## config.mk

```make
export PLATFORM = sky130hd
export DESIGN_NAME = alsu_core
export DESIGN_NICKNAME = d
export VERILOG_FILES = /design/src/rtl/alsu_pkg.sv /design/src/rtl/alsu_compute.sv /design/src/rtl/alsu_core.sv
export SDC_FILE = /design/constraint.sdc
export NUM_CORES = 1
export LEC_CHECK = 0
export CORE_ASPECT_RATIO = 1.4
export CORE_MARGIN = 2
export CORE_UTILIZATION = 50
export DETAILED_ROUTE_END_ITERATION = 10
export MAX_ROUTING_LAYER = met4
export PLACE_DENSITY = 0.82
export SETUP_SLACK_MARGIN = 0.15
export SLEW_MARGIN = 20
export SYNTH_ARGS = -nofsm -noshare
export SYNTH_HDL_FRONTEND = slang
export SYNTH_SLANG_ARGS = --single-unit
```

## constraint.sdc

```tcl
create_clock -name clk -period 7.1 [get_ports clk]
set_input_delay 1.42 -clock clk [delete_from_list [all_inputs] [get_ports clk]]
set_output_delay 1.42 -clock clk [all_outputs]
set_load 0.05 [all_outputs]
```

## src/rtl/alsu_pkg.sv

```systemverilog
// Shared types and widths for the ALSU datapath.
package alsu_pkg;

  localparam int IN_W  = 3;
  localparam int OUT_W = 6;
  localparam int LED_W = 16;

  typedef enum logic [2:0] {
    OR     = 3'd0,
    XOR    = 3'd1,
    ADD    = 3'd2,
    MULT   = 3'd3,
    SHIFT  = 3'd4,
    ROTATE = 3'd5,
    INV6   = 3'd6,
    INV7   = 3'd7
  } opcode_e;

  // Everything stage 1 captures from the input side.
  typedef struct packed {
    logic [IN_W-1:0] a;
    logic [IN_W-1:0] b;
    opcode_e         opcode;
    logic            cin;
    logic            serial_in;
    logic            direction;
    logic            red_a;
    logic            red_b;
    logic            byp_a;
    logic            byp_b;
  } stage1_t;

  function automatic logic [OUT_W-1:0] sext(input logic [IN_W-1:0] v);
    return {{(OUT_W-IN_W){v[IN_W-1]}}, v};
  endfunction

endpackage

```

## src/rtl/alsu_compute.sv

```systemverilog
// Combinational next value of out plus the invalid-operation flag,
// derived from the stage-1 registers and the current out register.
module alsu_compute
  import alsu_pkg::*;
#(
  parameter string INPUT_PRIORITY = "A",
  parameter string FULL_ADDER     = "ON"
) (
  input  stage1_t          s1_i,
  input  logic [OUT_W-1:0] out_i,
  output logic [OUT_W-1:0] out_next_o,
  output logic             invalid_o
);

  localparam bit PRIO_A  = (INPUT_PRIORITY == "A");
  localparam bit USE_CIN = (FULL_ADDER == "ON");

  logic [OUT_W-1:0] a_ext;
  logic [OUT_W-1:0] b_ext;
  logic             red_any;
  logic             use_red_a;
  logic [OUT_W-1:0] carry;

  always_comb begin
    a_ext     = sext(s1_i.a);
    b_ext     = sext(s1_i.b);
    red_any   = s1_i.red_a || s1_i.red_b;
    // When both reductions are requested the priority operand decides.
    use_red_a = s1_i.red_a && (PRIO_A || !s1_i.red_b);
    carry     = {{(OUT_W-1){1'b0}}, s1_i.cin & USE_CIN};
    invalid_o = (s1_i.opcode == INV6) || (s1_i.opcode == INV7) ||
                (red_any && (s1_i.opcode != OR) && (s1_i.opcode != XOR));

    out_next_o = '0;
    if (invalid_o) begin
      out_next_o = '0;
    end else if (s1_i.byp_a && s1_i.byp_b) begin
      out_next_o = PRIO_A ? a_ext : b_ext;
    end else if (s1_i.byp_a) begin
      out_next_o = a_ext;
    end else if (s1_i.byp_b) begin
      out_next_o = b_ext;
    end else begin
      case (s1_i.opcode)
        OR: begin
          if (use_red_a)       out_next_o = {{(OUT_W-1){1'b0}}, |s1_i.a};
          else if (s1_i.red_b) out_next_o = {{(OUT_W-1){1'b0}}, |s1_i.b};
          else                 out_next_o = a_ext | b_ext;
        end
        XOR: begin
          if (use_red_a)       out_next_o = {{(OUT_W-1){1'b0}}, ^s1_i.a};
          else if (s1_i.red_b) out_next_o = {{(OUT_W-1){1'b0}}, ^s1_i.b};
          else                 out_next_o = a_ext ^ b_ext;
        end
        ADD:  out_next_o = a_ext + b_ext + carry;
        MULT: out_next_o = a_ext * b_ext;
        SHIFT: begin
          if (s1_i.direction) out_next_o = {out_i[OUT_W-2:0], s1_i.serial_in};
          else                out_next_o = {s1_i.serial_in, out_i[OUT_W-1:1]};
        end
        ROTATE: begin
          if (s1_i.direction) out_next_o = {out_i[OUT_W-2:0], out_i[OUT_W-1]};
          else                out_next_o = {out_i[0], out_i[OUT_W-1:1]};
        end
        default: out_next_o = '0;
      endcase
    end
  end

endmodule

```

## src/rtl/alsu_core.sv

```systemverilog
// Two-stage registered ALSU: stage 1 captures operands/controls, stage 2
// registers out and leds. in_valid stalls without disturbing out.
module alsu_core
  import alsu_pkg::*;
#(
  parameter string INPUT_PRIORITY = "A",
  parameter string FULL_ADDER     = "ON"
) (
  input  logic                    clk,
  input  logic                    reset,
  input  logic                    in_valid,
  input  logic signed [IN_W-1:0]  A,
  input  logic signed [IN_W-1:0]  B,
  input  logic [2:0]              opcode,
  input  logic                    cin,
  input  logic                    serial_in,
  input  logic                    direction,
  input  logic                    red_op_A,
  input  logic                    red_op_B,
  input  logic                    bypass_A,
  input  logic                    bypass_B,
  output logic signed [OUT_W-1:0] out,
  output logic [LED_W-1:0]        leds,
  output logic                    out_valid
);

  stage1_t          s1_in;
  stage1_t          s1_q, s1_d;
  logic             v1_q, v1_d;
  logic [OUT_W-1:0] out_q, out_d;
  logic [LED_W-1:0] leds_q, leds_d;
  logic             v2_q, v2_d;
  logic [OUT_W-1:0] out_next;
  logic             invalid;

  assign s1_in = '{
    a:         A,
    b:         B,
    opcode:    opcode_e'(opcode),
    cin:       cin,
    serial_in: serial_in,
    direction: direction,
    red_a:     red_op_A,
    red_b:     red_op_B,
    byp_a:     bypass_A,
    byp_b:     bypass_B
  };

  alsu_compute #(
    .INPUT_PRIORITY(INPUT_PRIORITY),
    .FULL_ADDER    (FULL_ADDER)
  ) u_compute (
    .s1_i      (s1_q),
    .out_i     (out_q),
    .out_next_o(out_next),
    .invalid_o (invalid)
  );

  always_comb begin
    s1_d = in_valid ? s1_in : s1_q;
    v1_d = in_valid;
  end

  // A stalled stage 2 holds out, so shift/rotate chains resume in place.
  always_comb begin
    out_d  = out_q;
    leds_d = leds_q;
    v2_d   = v1_q;
    if (v1_q) begin
      out_d  = out_next;
      leds_d = invalid ? ~leds_q : '0;
    end
  end

  always_ff @(posedge clk or negedge reset) begin
    if (!reset) begin
      s1_q   <= '0;
      v1_q   <= 1'b0;
      out_q  <= '0;
      leds_q <= '0;
      v2_q   <= 1'b0;
    end else begin
      s1_q   <= s1_d;
      v1_q   <= v1_d;
      out_q  <= out_d;
      leds_q <= leds_d;
      v2_q   <= v2_d;
    end
  end

  assign out       = out_q;
  assign leds      = leds_q;
  assign out_valid = v2_q;

endmodule
```

---- Word level (Yosys, flattened, before mapping) ----
Index checks and enable logic that the tools add are counted.
Widths: inputs -> output; s select.
cells by class
  add/subtract/negate cells ............... 2
  $mul .................................... 1
  equal/unequal tests ..................... 8
  multiplexer cells ....................... 12
  bitwise gates (word level) .............. 3
  reduce and logical (&&, ||, !) cells .... 12
operators by type and width
  kind                count
  $mux 6              10
  $pmux 6 s6          1
  $mux 16             1
  $not 16->16         1
  $eq 3x3->1 const B  4
  $add 6x1->6         1
  $eq 3x2->1 const B  2
  $mul 3x3->6         1
  $or 6x6->6          1
  $reduce_or 3->1     2
  $reduce_xor 3->1    2
  $xor 6x6->6         1
  $add 3x3->4         1
  $eq 3x1->1 const B  1
  $logic_and 1x1->1   3
  $logic_not 3->1     1
  $logic_or 1x1->1    3
  $ne 3x1->1 const B  1
  $reduce_bool 3->1   1
storage, ports and cells
  flip-flop bits (word level) ............. 40
  bits of input ports ..................... 19
  output and inout port bits .............. 23
  logic and storage cells ................. 52

---- Depth between registers and ports, before layout ----
Gate-level depths: netlist (run 1).
  depth in word-level cells ............... 8
  mapped depth ............................ 13
  gate-level depth less buffers ........... 13

---- Modules after synthesis ----
From an unflattened synthesis (run 1), not the netlist that was laid out.
unflattened totals
  cells, all modules ...................... 209
  area total of the unflattened synthesis .. 2456.1 um^2
by module, submodules not included
  module        instances  cells each  area an instance (um^2)  sequential area each (um^2)
  alsu_core     1          84          1505.2                   1001.0
  alsu_compute  1          125         950.9                    0.0

---- Least setup slack after synthesis (run 1) ----
Ideal clock, no wire load.
  path type ............................... reg2reg
  start point ............................. register s1_q[15] (netlist bit)
  end point ............................... register out_q[5], in the netlist out[5]
  setup time .............................. 129 ps
  arrival time ............................ 2982 ps
  data required time ...................... 6971 ps
  setup slack ............................. 3989 ps
  stages on the path, launching flop included .. 13
  buffers on the path ..................... 1
  period minus slack after synthesis ...... 3111 ps
  cells stage by stage .................... dfrtp_1 clkbuf_1 nand2_1 fa_1 inv_1 ha_1 ha_1 fa_1 xnor3_1 xnor2_1 nor2_1 o31ai_1 o21ai_1
on the way
  word-level cells in the longest chain between the ends .. 8
  elaborated cells on any way between the ends .. 14
  classes of those cells .................. add/sub: 2; mul: 1; mux: 9; bitwise: 2
RTL lines
  what                                                                 RTL line            text
  start: declaration                                                   alsu_core.sv:28     stage1_t s1_q, s1_d;
  start signal: assignment                                             alsu_core.sv:77     s1_q <= '0;
  start signal: assignment                                             alsu_core.sv:83     s1_q <= s1_d;
  parallel branches: the longest is 6 deep, another holds $add 6x1->6  -
  $mux 6 (*)                                                           alsu_compute.sv:37  end else if (s1_i.byp_a && s1_i.byp_b) begin
  $mux 6 (*)                                                           alsu_compute.sv:35  if (invalid_o) begin
  end signal: assignment                                               alsu_core.sv:85     out_q <= out_d;
  end: declaration                                                     alsu_core.sv:30     logic [OUT_W-1:0] out_q, out_d;
Mark *: on every way between the ends.
A chain may end at the register's enable or synchronous reset.

---- Worst setup path in the final report (run 1) ----
Same ends and word-level chain as after synthesis.

==> results of run 1 <==
power groups by stage:
stage	Clock [mW]	Combinational [mW]	Sequential (mW)
after floorplan	0	0.117	0.357
after global placement	0	0.255	0.297
after detailed placement	0	0.260	0.298
after CTS	0.197	0.261	0.294
after global routing	0.206	0.281	0.299
final	0.192	0.259	0.294
routing by layer:
layer	GRT usage, %	up-vias	part of all wire (%)	wire length, um
met3	6.10	14	4.2	205
li1	-	842	-	-
met2	34.4	55	55	2660
met4	8.32	0	2.6	126
met5	-	-	0	0
met1	22.6	860	38	1860
cell usage after synthesis, drive strengths merged, types with 3 or more instances:
library cell	count	share of area, %
o31ai	3	0.96
mux2i	24	10
dfrtp	40	43
ha	16	8.5
buf	5	1.3
nand2b	4	1.4
inv	18	2.9
clkbuf	5	0.80
a21o	3	0.96
mux2	10	4.8
o21ai	11	2.3
nand2	16	2.6
a21oi	5	1.1
o22ai	4	1.1
a211oi	5	1.6
fa	5	4.3
nand3	3	0.64
nor2	11	1.8
xnor2	4	1.5
cell families (layout without fill, tap and decap cells):
group	Yosys count	after routing
DFF	40	40
adders and majority gates	21	21
AOI/OAI and AO/OA	46	46
buffers and inverters	28	67
and+or+nand+nor	39	39
xor gates and xnor gates	7	7
muxes	34	34
sequential cells by signal, summed over array words and instances (netlist names):
name / count
v1_q: 1
s1_q: 16
out: 6
out_valid: 1
leds: 16
final timing paths:
path | endpoint | from
worst min-delay path | leds[3]$_DFFE_PN0P_ | leds[3]$_DFFE_PN0P_
min in group asynchronous | out[4]$_DFFE_PN0P_ | reset
worst max-delay path | out[5]$_DFFE_PN0P_ | s1_q[15]$_DFFE_PN0P_
worst max register to register | out[5]$_DFFE_PN0P_ | s1_q[15]$_DFFE_PN0P_
worst min register to register | leds[3]$_DFFE_PN0P_ | leds[3]$_DFFE_PN0P_
max in group asynchronous | s1_q[0]$_DFFE_PN0P_ | reset
final cells by class:
type	count	area [um2]	share of cell area, %
Tap cell	62	77.6	2.68
Clock inverter	3	46.3	1.60
Timing Repair Buffer	41	405	14.0
Multi-Input combinational cell	147	1230	42.4
Inverter	18	67.6	2.33
Clock buffer	5	68.8	2.38
Sequential cell	40	1000	34.6
worst max-delay path, stage by stage (launching register included):
cell     delay, ps
dfrtp_1        510
nand2_1        200
fa_1           560
inv_1           40
ha_1           290
ha_1           210
fa_1           370
xnor3_1        380
xnor2_1        170
nor2_1          50
o31ai_1        220
o21ai_1        100
==> impl_metrics.ini, run 1 <==
[global_route]
grt_overflow_total = 0
grt_max_degree = 41
grt_pass1_wl_um = 7840
grt_usage_pct = 20.8
antenna_found_initial = 0
grt_pass1_vias = 1668

[yosys]
synth_top_family_by_area = multiplexers
syn_inst = 215
syn_avg_cell_area_um2 = 10.9
muxShareOfSynthArea_pct = 15.0
synth-adder-area-share_pct = 12.8
synth_edf_count = 0
yosysSeqAreaShare_pct = 42.7
synth_xor_area_share_pct = 3.20
synth.distinct_cells = 39
yosys_warnings = 0
synthArstFlopShare_pct = 100
synth_flop_cell = dfrtp_1
syn_area_mm2 = 0.00235
synth_simple_gate_area_share_pct = 7.84
synth_seq_cells = 40
mappedNetlistNets = 255
synth_compound_area_share_pct = 13.5

[timing]
finalHoldViolCount = 0
tns_ps = 0
finalWorstSetupSlack_ps = 3860
slew_violations = 0
clock_skew_ps = 8.89
grt_setup_unrepaired = false
worst_pin_slew_ps = 847
maxSlewHeadroom_pct = 43.6
period_share_pct = 45.6
min_period_ps = 3240
setup_viol = 0
whs_ps = 472
clock.fmax_ghz = 0.309

[power]
ir_drop_mv = 0.179
power.leakage_nw = 1.33
switchingPower_mw = 0.274
p_seq_share_pct = 39.4
pwr-share-comb_pct = 34.8
total_power_mw = 0.745
p_int_mw = 0.471
swShare_pct = 36.8
p_clk_share_pct = 25.8
powerDensity_mw_per_mm2 = 257

[clock_tree]
clk_pin_slew_ps = 90
postCtsResizedCells = 0
cts_hold_buffers = 0
cts_buffer_depth = 2
cts_root_buffer = clkbuf_8
cts_sinks = 40
htreeDepth = 2
cts_buffers = 5
clkLatencyLatePin_ps = 300
cts_setup_buffers = 0
cts_tree = built

[finish]
instances_no_fill = 316
fin_nets = 293
fillers = 371
mostFrequentLayoutCells = clkdlybuf4s50_1, dfrtp_1, mux2i_1
syn2layout_area_growth_pct = 23.4
layout-drive-gt1-share_pct = 7.87
utilization_pct = 63.8
diodes = 0
design_area_mm2 = 0.00290

[drt]
wl_per_cell_um = 15.4
drc = 0
dr.pass1.iters = 4
vias = 1771
via_per_inst = 5.60
drt_wl_total_um = 4850
postRouteAntennaNets = 0
drt-initial-drc-count = 143

[place]
numPlacedInstances = 308
placed_area_mm2 = 0.00278
place.gp.congestion = 0.968
dp_hpwl_um = 3670
port_buffers = 41
post-place-ws_ps = 3900

[critical_path]
cp-end-kind = flop
regToRegSetupSlack_ps = 3860
arrival_ps = 3400
start_kind = flop
worstSetupPathType = reg -> reg
rr_worst_depth = 11
critPathRequiredTime_ps = 7260
crit_fanout = 9

[die]
die_h_um = 85.0
die_x_um = 61.9
die_area_mm2 = 0.00526
initial_core_util_pct = 51.7
rows = 29
ioPinCount = 42
core-area_mm2 = 0.00454

[worst_hold_path]
hp-class = reg -> reg
hold_path_depth = 1

[job]
cap_violations = 0

[run_status]
status = complete, no violations
No activity file was read; power rests on OpenSTA's default activity.
==> inputs of run 2 (changes only) <==
==> constraint.sdc (replaced) <==
create_clock -name clk -period 3.4 [get_ports clk]
set_input_delay 0.68 -clock clk [delete_from_list [all_inputs] [get_ports clk]]
set_output_delay 0.68 -clock clk [all_outputs]
set_load 0.05 [all_outputs]
==> run 2 against run 1 <==
Total power grew 98%. Fmax up 4.8%. Largest cell class unchanged. Register-to-register slack got worse by 3600 ps. Critical path type unchanged. Critical path depth is the same. Global-route usage grew 0.30 points. Combinational power increased by 110%.
==> impl_metrics.ini, run 2 (synthesis results as in run 1) <==
[clock_tree]
cts_buffers = 5
cts_sinks = 40
cts_buffer_depth = 2
cts_tree = built
cts_root_buffer = clkbuf_8
clk_pin_slew_ps = 80
clkLatencyLatePin_ps = 300
cts_hold_buffers = 0
htreeDepth = 2

[timing]
tns_ps = 0
maxSlewHeadroom_pct = 43.0
finalHoldViolCount = 0
worst_pin_slew_ps = 855
clock_skew_ps = 4.64
period_share_pct = 90.8
min_period_ps = 3090
setup_viol = 0
grt_setup_unrepaired = false
clock.fmax_ghz = 0.324
slew_violations = 0
finalWorstSetupSlack_ps = 313

[drt]
vias = 1740
postRouteAntennaNets = 0
drt-initial-drc-count = 96
via_per_inst = 5.47
dr.pass1.iters = 5
drt_wl_total_um = 4870
wl_per_cell_um = 15.3
drc = 0

[finish]
layout_commonest_cell = clkdlybuf4s50_1
design_area_mm2 = 0.00289
fin_nets = 295
utilization_pct = 63.7
syn2layout_area_growth_pct = 23.2
layout-drive-gt1-share_pct = 10.9
diodes = 0
mostFrequentLayoutCells = clkdlybuf4s50_1, dfrtp_1, mux2i_1
fillers = 388

[die]
die_x_um = 61.9
ioPinCount = 42
die_area_mm2 = 0.00526
die_h_um = 85.0
rows = 29
initial_core_util_pct = 51.7
core-area_mm2 = 0.00454

[global_route]
grt_pass1_vias = 1764
grt_pass1_wl_um = 8020
grt_usage_pct = 21.1
antenna_found_initial = 0
grt_max_degree = 41
grt_overflow_total = 0

[critical_path]
regToRegSetupSlack_ps = 310
arrival_ps = 3250
critPathRequiredTime_ps = 3560
rr_worst_depth = 11
reg2reg_from = s1_q[15]$_DFFE_PN0P_
worstSetupPathType = reg -> reg
r2r-end = out[5]$_DFFE_PN0P_
cp-end-kind = flop
crit_fanout = 9
start_kind = flop

[power]
pwr-share-comb_pct = 37.3
power.leakage_nw = 1.33
total_power_mw = 1.47
powerDensity_mw_per_mm2 = 510
ir_drop_mv = 0.322
p_seq_share_pct = 41.6
switchingPower_mw = 0.563
p_int_mw = 0.910
swShare_pct = 38.2
p_clk_share_pct = 21.1

[place]
post-place-ws_ps = 175
place.gp.congestion = 0.967
port_buffers = 41
dp_hpwl_um = 3730
placed_area_mm2 = 0.00278

[worst_hold_path]
hold_start = leds[1]$_DFFE_PN0P_
hp-class = reg -> reg
hold_path_depth = 1
worstHoldEndpoint = leds[1]$_DFFE_PN0P_

[run_status]
status = complete, no violations

[job]
cap_violations = 0
[run 2: changes by cell type in the layout (fill, tap and decap cells not counted), sizes merged]
cell,previous run,this run
clkinvlp,1,0
bufinv,1,0
inv,19,18
clkinv,0,3
buf,1,3
[run 2: what timing repair did]
item                       CTS  global route
resized for setup            0             6
buffers inserted             0             2
setup endpoints to repair    0             1
[run 2: worst max-delay path by stage]
stage	start	end	slack, ps	cells past startpoint
2_1_floorplan	s1_q[15]$_DFFE_PN0P_	out[5]$_DFFE_PN0P_	290	12
3_3_place_gp	s1_q[15]$_DFFE_PN0P_	out[5]$_DFFE_PN0P_	300	11
3_5_place_dp	s1_q[15]$_DFFE_PN0P_	out[5]$_DFFE_PN0P_	170	11
4_1_cts	s1_q[15]$_DFFE_PN0P_	out[5]$_DFFE_PN0P_	160	11
5_1_grt	s1_q[15]$_DFFE_PN0P_	out[5]$_DFFE_PN0P_	150	11
6_report	s1_q[15]$_DFFE_PN0P_	out[5]$_DFFE_PN0P_	310	11
[run 2: power groups by stage]
stage                     Combinational (mW)  Sequential (mW)  Clock, mW
after floorplan                        0.243            0.745          0
after global placement                 0.533            0.619          0
after detailed placement               0.544            0.622          0
after CTS                              0.548            0.613      0.319
after global routing                   0.597            0.622      0.336
final                                  0.549            0.613      0.311
[run 2: cell type report]
class                           count  area (um2)  area share, %
Clock buffer                        5        68.8           2.38
Clock inverter                      3        18.8          0.649
Inverter                           18        67.6           2.34
Multi-Input combinational cell    147        1230           42.6
Sequential cell                    40        1010           34.8
Tap cell                           62        77.6           2.68
Timing Repair Buffer               43         420           14.5
[run 2: layer usage]
| metal | track usage (%) | vias up | share of wire [%] |
|---|---|---|---|
| met4 | 8.12 | 0 | 2.8 |
| met3 | 4.88 | 13 | 3.9 |
| li1 | - | 840 | - |
| met5 | - | - | 0 |
| met1 | 23.9 | 836 | 39 |
| met2 | 35.0 | 51 | 54 |
[run 2: worst max-delay path: stages, from the launching register on]
cell and delay [ps]:
dfrtp_2 460, nand2_2 120, fa_1 540, inv_1 40, ha_1 280, ha_1 220
fa_1 370, xnor3_1 380, xnor2_1 170, nor2_1 60, o31ai_1 210, o21ai_1 100
[run 2: metrics by stage]
step	std cells	hold WS, ps
2_1_floorplan	215	384
3_3_place_gp	308	457
3_5_place_dp	308	465
4_1_cts	316	475
5_1_grt	318	486
6_report	318	469
==> inputs of run 3 (changes only) <==
--- a/config.mk
+++ b/config.mk
@@ -12,6 +12,7 @@
 export MAX_ROUTING_LAYER = met4
 export PLACE_DENSITY = 0.82
 export SETUP_SLACK_MARGIN = 0.15
+export SKIP_LAST_GASP = 1
 export SLEW_MARGIN = 20
 export SYNTH_ARGS = -nofsm -noshare
 export SYNTH_HDL_FRONTEND = slang
==> results of run 3 <==
No change in the layout: final DEF, timing and power equal those of run 2.
